`config.mk`:
```
export PLATFORM = sky130hd
export DESIGN_NAME = codec_init_seq
export DESIGN_NICKNAME = d
export VERILOG_FILES = /design/src/rtl/codec_init_seq.sv
export SDC_FILE = /design/constraint.sdc
export NUM_CORES = 1
export LEC_CHECK = 0
export ABC_CLOCK_PERIOD_IN_PS = 1700
export CAP_MARGIN = 10
export CORE_MARGIN = 3
export CORE_UTILIZATION = 48
export DETAILED_ROUTE_END_ITERATION = 8
export PLACE_DENSITY = 0.75
export SLEW_MARGIN = 20
export SYNTH_ARGS = -nofsm -noshare
export SYNTH_HDL_FRONTEND = slang
export SYNTH_SLANG_ARGS = --single-unit
```
`constraint.sdc`:
```
create_clock -name I2C_clk -period 1.7 [get_ports I2C_clk]
set_clock_uncertainty 0.05 [all_clocks]
set_input_delay 0.17 -clock I2C_clk [delete_from_list [all_inputs] [get_ports I2C_clk]]
set_output_delay 0.17 -clock I2C_clk [all_outputs]
set_load 0.03 [all_outputs]
```
`src/rtl/codec_init_seq.sv`:
```
// Power-up register initialisation sequencer for an I2C-attached codec.
// Walks a fixed 11-entry table, with per-entry retry and timeout handling.
module codec_init_seq #(
    parameter int PWR_WAIT   = 256,
    parameter int GAP_CYCLES = 4,
    parameter int TIMEOUT    = 1023,
    parameter int MAX_RETRY  = 3
) (
    input  logic       I2C_clk,
    input  logic       reset,
    input  logic       ready,
    input  logic       error,
    input  logic       restart,
    output logic       Write,
    output logic [7:0] SubAddrL,
    output logic [7:0] data,
    output logic       busy,
    output logic       done,
    output logic       fail,
    output logic [3:0] progress
);

    localparam int MAX_PT   = (PWR_WAIT > TIMEOUT) ? PWR_WAIT : TIMEOUT;
    localparam int MAX_CNT  = (MAX_PT > GAP_CYCLES) ? MAX_PT : GAP_CYCLES;
    localparam int CNT_W    = $clog2(MAX_CNT + 1);
    localparam int RTR_W    = (MAX_RETRY < 1) ? 1 : $clog2(MAX_RETRY + 1);

    localparam logic [CNT_W-1:0] PWR_LAST = CNT_W'(PWR_WAIT - 1);
    localparam logic [CNT_W-1:0] TO_LAST  = CNT_W'(TIMEOUT - 1);
    localparam logic [CNT_W-1:0] GAP_LAST = CNT_W'(GAP_CYCLES - 1);
    localparam logic [RTR_W-1:0] RTR_MAX  = RTR_W'(MAX_RETRY);
    localparam logic [3:0]       LAST_IDX = 4'd10;

    typedef enum logic [2:0] {
        PWR, ISSUE, WAIT_ACK, WAIT_DONE, GAP, DONE, FAIL
    } state_t;

    state_t           state, state_n;
    logic [3:0]       idx, idx_n;
    logic [RTR_W-1:0] retry, retry_n;
    logic [CNT_W-1:0] cnt, cnt_n;
    logic             write_n;
    logic [7:0]       sub_n, data_n;
    logic             attempt_failed;

    // {SubAddrL, data} for each table index
    function automatic logic [15:0] table_entry(input logic [3:0] i);
        case (i)
            4'd0:    table_entry = 16'h0001;
            4'd1:    table_entry = 16'h1501;
            4'd2:    table_entry = 16'h0A01;
            4'd3:    table_entry = 16'h0C01;
            4'd4:    table_entry = 16'h1C21;
            4'd5:    table_entry = 16'h1E41;
            4'd6:    table_entry = 16'h1903;
            4'd7:    table_entry = 16'h2A03;
            4'd8:    table_entry = 16'h2903;
            4'd9:    table_entry = 16'hF97F;
            4'd10:   table_entry = 16'hFA01;
            default: table_entry = 16'h0000;
        endcase
    endfunction

    always_comb begin
        state_n        = state;
        idx_n          = idx;
        retry_n        = retry;
        cnt_n          = cnt + CNT_W'(1);
        write_n        = 1'b0;
        sub_n          = SubAddrL;
        data_n         = data;
        attempt_failed = 1'b0;

        case (state)
            PWR: begin
                if (cnt == PWR_LAST) begin
                    state_n = ISSUE;
                    cnt_n   = '0;
                    idx_n   = '0;
                    retry_n = '0;
                end
            end
            ISSUE: begin
                cnt_n = '0;
                if (ready) begin
                    write_n         = 1'b1;
                    {sub_n, data_n} = table_entry(idx);
                    state_n         = WAIT_ACK;
                end
            end
            WAIT_ACK: begin
                if (!ready) begin
                    state_n = WAIT_DONE;
                    cnt_n   = '0;
                end else if (cnt == TO_LAST) begin
                    attempt_failed = 1'b1;
                end
            end
            WAIT_DONE: begin
                if (ready) begin
                    if (error) begin
                        attempt_failed = 1'b1;
                    end else begin
                        retry_n = '0;
                        cnt_n   = '0;
                        if (idx == LAST_IDX) begin
                            state_n = DONE;
                        end else begin
                            idx_n   = idx + 4'd1;
                            state_n = GAP;
                        end
                    end
                end else if (cnt == TO_LAST) begin
                    attempt_failed = 1'b1;
                end
            end
            GAP: begin
                if (cnt == GAP_LAST) begin
                    state_n = ISSUE;
                    cnt_n   = '0;
                end
            end
            DONE, FAIL: begin
                cnt_n = '0;
                if (restart) begin
                    state_n = ISSUE;
                    idx_n   = '0;
                    retry_n = '0;
                end
            end
            default: state_n = PWR;
        endcase

        // A NACK or a timeout retries the same index until the retry budget runs out
        if (attempt_failed) begin
            cnt_n = '0;
            if (retry == RTR_MAX) begin
                state_n = FAIL;
            end else begin
                retry_n = retry + RTR_W'(1);
                state_n = GAP;
            end
        end
    end

    always_ff @(posedge I2C_clk) begin
        if (!reset) begin
            state    <= PWR;
            idx      <= '0;
            retry    <= '0;
            cnt      <= '0;
            Write    <= 1'b0;
            SubAddrL <= 8'h00;
            data     <= 8'h00;
            busy     <= 1'b1;
            done     <= 1'b0;
            fail     <= 1'b0;
            progress <= 4'd0;
        end else begin
            state    <= state_n;
            idx      <= idx_n;
            retry    <= retry_n;
            cnt      <= cnt_n;
            Write    <= write_n;
            SubAddrL <= sub_n;
            data     <= data_n;
            busy     <= !((state_n == DONE) || (state_n == FAIL));
            done     <= (state_n == DONE);
            fail     <= (state_n == FAIL);
            progress <= idx_n;
        end
    end

endmodule

```
==> run metrics <==
die width=slightly below 70 um; P&R area growth vs syn=37.7%; WP data required=1830 ps; Synth Instances=roughly 230; total number of vias=about 1900; outcome=complete, but fails checks; delay-heaviest family, CP=simple AND/OR/NAND/NOR gates; Critical path buffers and inverters=2; pin count of the biggest net entering global routing=15; mean post-synth cell area=approximately 8.4 um^2; fin crit period=between 1500 and 2000 ps; LEAKAGE=1.05 nW; syn_nets=around 240; crit end category=flop; ANT nets after route=0; P per Cell Area=approximately 570 nW/um^2; WL final=4.71 mm; share of cells above drive strength 1=between 20% and 30%; hold path cells=2; most common cell after layout, fill and taps aside=buf_4; HPWL after DPL=between 3 and 4 mm; Yosys reg bits=35; antenna violations before repair=0; predominant post-synthesis flop cell=dfxtp_1; Max Cap Violations=0; H-tree Lvls=2; Iter 0 DRT Violations=between 100 and 150; vias in the first global route=roughly 1800; Remaining DRCs=0; CTS Buf Count=5; final setup margin=-52.8 ps; CTS Buffer Depth=2; Initial Util=between 50% and 60%; worst-path fanout max=10; Worst-path clk slew=~70 ps; final instance area=~2700 um^2; max-slew violation count=0; core region area=3770 um^2; FMAX=~0.57 GHz; final core utilization=about 70%; GP Congestion=roughly 0.88; synthesized area=approximately 1900 um^2; Yosys cell types=56; crit path cell chain=inv_2 -> ha_2 -> nand2_1 -> or3_4 -> o31ai_4 -> a311o_1 -> buf_6 -> nor2_1; YS warnings=0; per-cell routed wire length=about 14 um; Arr. time, crit path=between 1500 and 2000 ps; Pwr Total=between 0.0015 and 0.002 W; DP Area=approximately 2500 um^2; largest stage delay on the critical path=between 300 and 400 ps; Tcrit/Tclk final=103%; Total GRT Usage=approximately a fifth; DR pass1 iterations=4; VDD IR max=0.401 mV; crit path launch type=flop; # diodes=0; vias per cell=~5.5; Synth async-reset ratio=0%; Final setup viols=11; commonest cells after routing, fill and taps aside=42 x buf_4, 27 x dfxtp_1, 27 x nor2_1; hold crit path type=reg2reg; nets@finish=around 310; Final Hold Fails=0; CTS tree=yes; CTS root buf=clkbuf_8; DIE HEIGHT=69.4 um; GR Overflow Total=0; reg2reg path depth=8; CTS sink cnt=35; first-pass GRT wire length=7.90 mm; RSZ-0062 raised after global routing=yes; failing checks=negative setup slack; Post-synth EDFFs=0; Cell Rows=22; final hold slack=401 ps; IO Count=29; register area share after synthesis=36.3%; Port Buffer Count=27; die area=4810 um^2; Critical Path Slowest Stage Cell=or3_4; Crit path depth=8; crit path kind=reg2reg; Clock Latency Late Sink=~280 ps
==> routing by layer <==
metal  track usage [%]  vias to the layer above  part of all wire [%]
met5                 0                        -                     0
met4              6.51                        0                   1.4
met3              6.38                        8                   4.9
met2              35.3                       55                    51
met1              22.1                      863                    42
li1                  -                      937                     -
==> worst min-delay path: stages (launching register included) <==
cell and delay (ps):
dfxtp_1 310, nand2_1 50, a21oi_1 50
==> synthesized netlist by cell type, types with 4 or more instances <==
cell type | count | area (um^2)
dfxtp_1 | 35 | 701
nor2_1 | 27 | 101
nand2_1 | 22 | 82.6
a21oi_1 | 13 | 65.1
nand3_1 | 13 | 65.1
ha_1 | 9 | 113
inv_1 | 8 | 30.0
buf_4 | 7 | 52.6
nand2b_1 | 7 | 43.8
o21ai_0 | 5 | 25.0
xor2_1 | 5 | 43.8
clkbuf_1 | 4 | 15.0
nand4_1 | 4 | 25.0
o21ai_1 | 4 | 20.0
o22ai_1 | 4 | 25.0
xnor2_1 | 4 | 35.0
==> logic make-up after synthesis <==
family	Yosys count	share of synthesized area, %
XOR/XNOR	9	4.09
multiplexers	3	1.56
buffers and inverters	23	6.42
adder cells (fa/ha/maj)	9	5.84
flip-flops	35	36.3
AO/OA/AOI/OAI	49	18.1
AND/OR/NAND/NOR	100	27.4
other	1	0.194
==> report_power, final <==
group | switching, W | internal, W | total, W
Clock | 0.000284 | 0.000318 | 0.000601
Sequential | 0.00000844 | 0.000823 | 0.000831
Combinational | 0.0000427 | 0.0000424 | 0.0000851
==> area by class of cell <==
type | instances | area, um^2
Fill cell | 307 | 1120
Timing Repair Buffer | 70 | 601
Inverter | 8 | 30.0
Sequential cell | 35 | 721
Multi-Input combinational cell | 171 | 1160
Tap cell | 48 | 60.1
Clock buffer | 6 | 82.6
Clock inverter | 1 | 5.00
==> path summary, 6_finish.rpt <==
path         startpoint      end  slack, ps
max              cnt[0]   cnt[7]        -50
min             data[6]  data[6]        400
max reg2reg      cnt[0]   cnt[7]        -50
min reg2reg     data[6]  data[6]        400
==> registers in the layout (all words and copies together) (netlist names) <==
signal	flops
busy	1
done	1
data	5
state	3
retry	2
cnt	10
Write	1
idx	4
SubAddrL	7
fail	1
==> stage by stage <==
| stage | instances | setup slack (ps) | setup TNS [ps] |
|---|---|---|---|
| finish | 339 | -52.8 | -495 |
| global route | 339 | -127 | -1840 |
| CTS | 338 | -44.6 | -497 |
| detailed placement | 328 | -347 | -5630 |
| global placement | 328 | -278 | -4700 |
| floorplan | 229 | -8.10 | -8.10 |
==> what timing repair did <==
action,CTS,global route
resized for setup,6,10
buffers inserted,3,1
pin swaps,4,5
hold buffers,0,0
endpoints found under the setup margin,16,24
No activity file was read; power rests on OpenSTA's default activity.
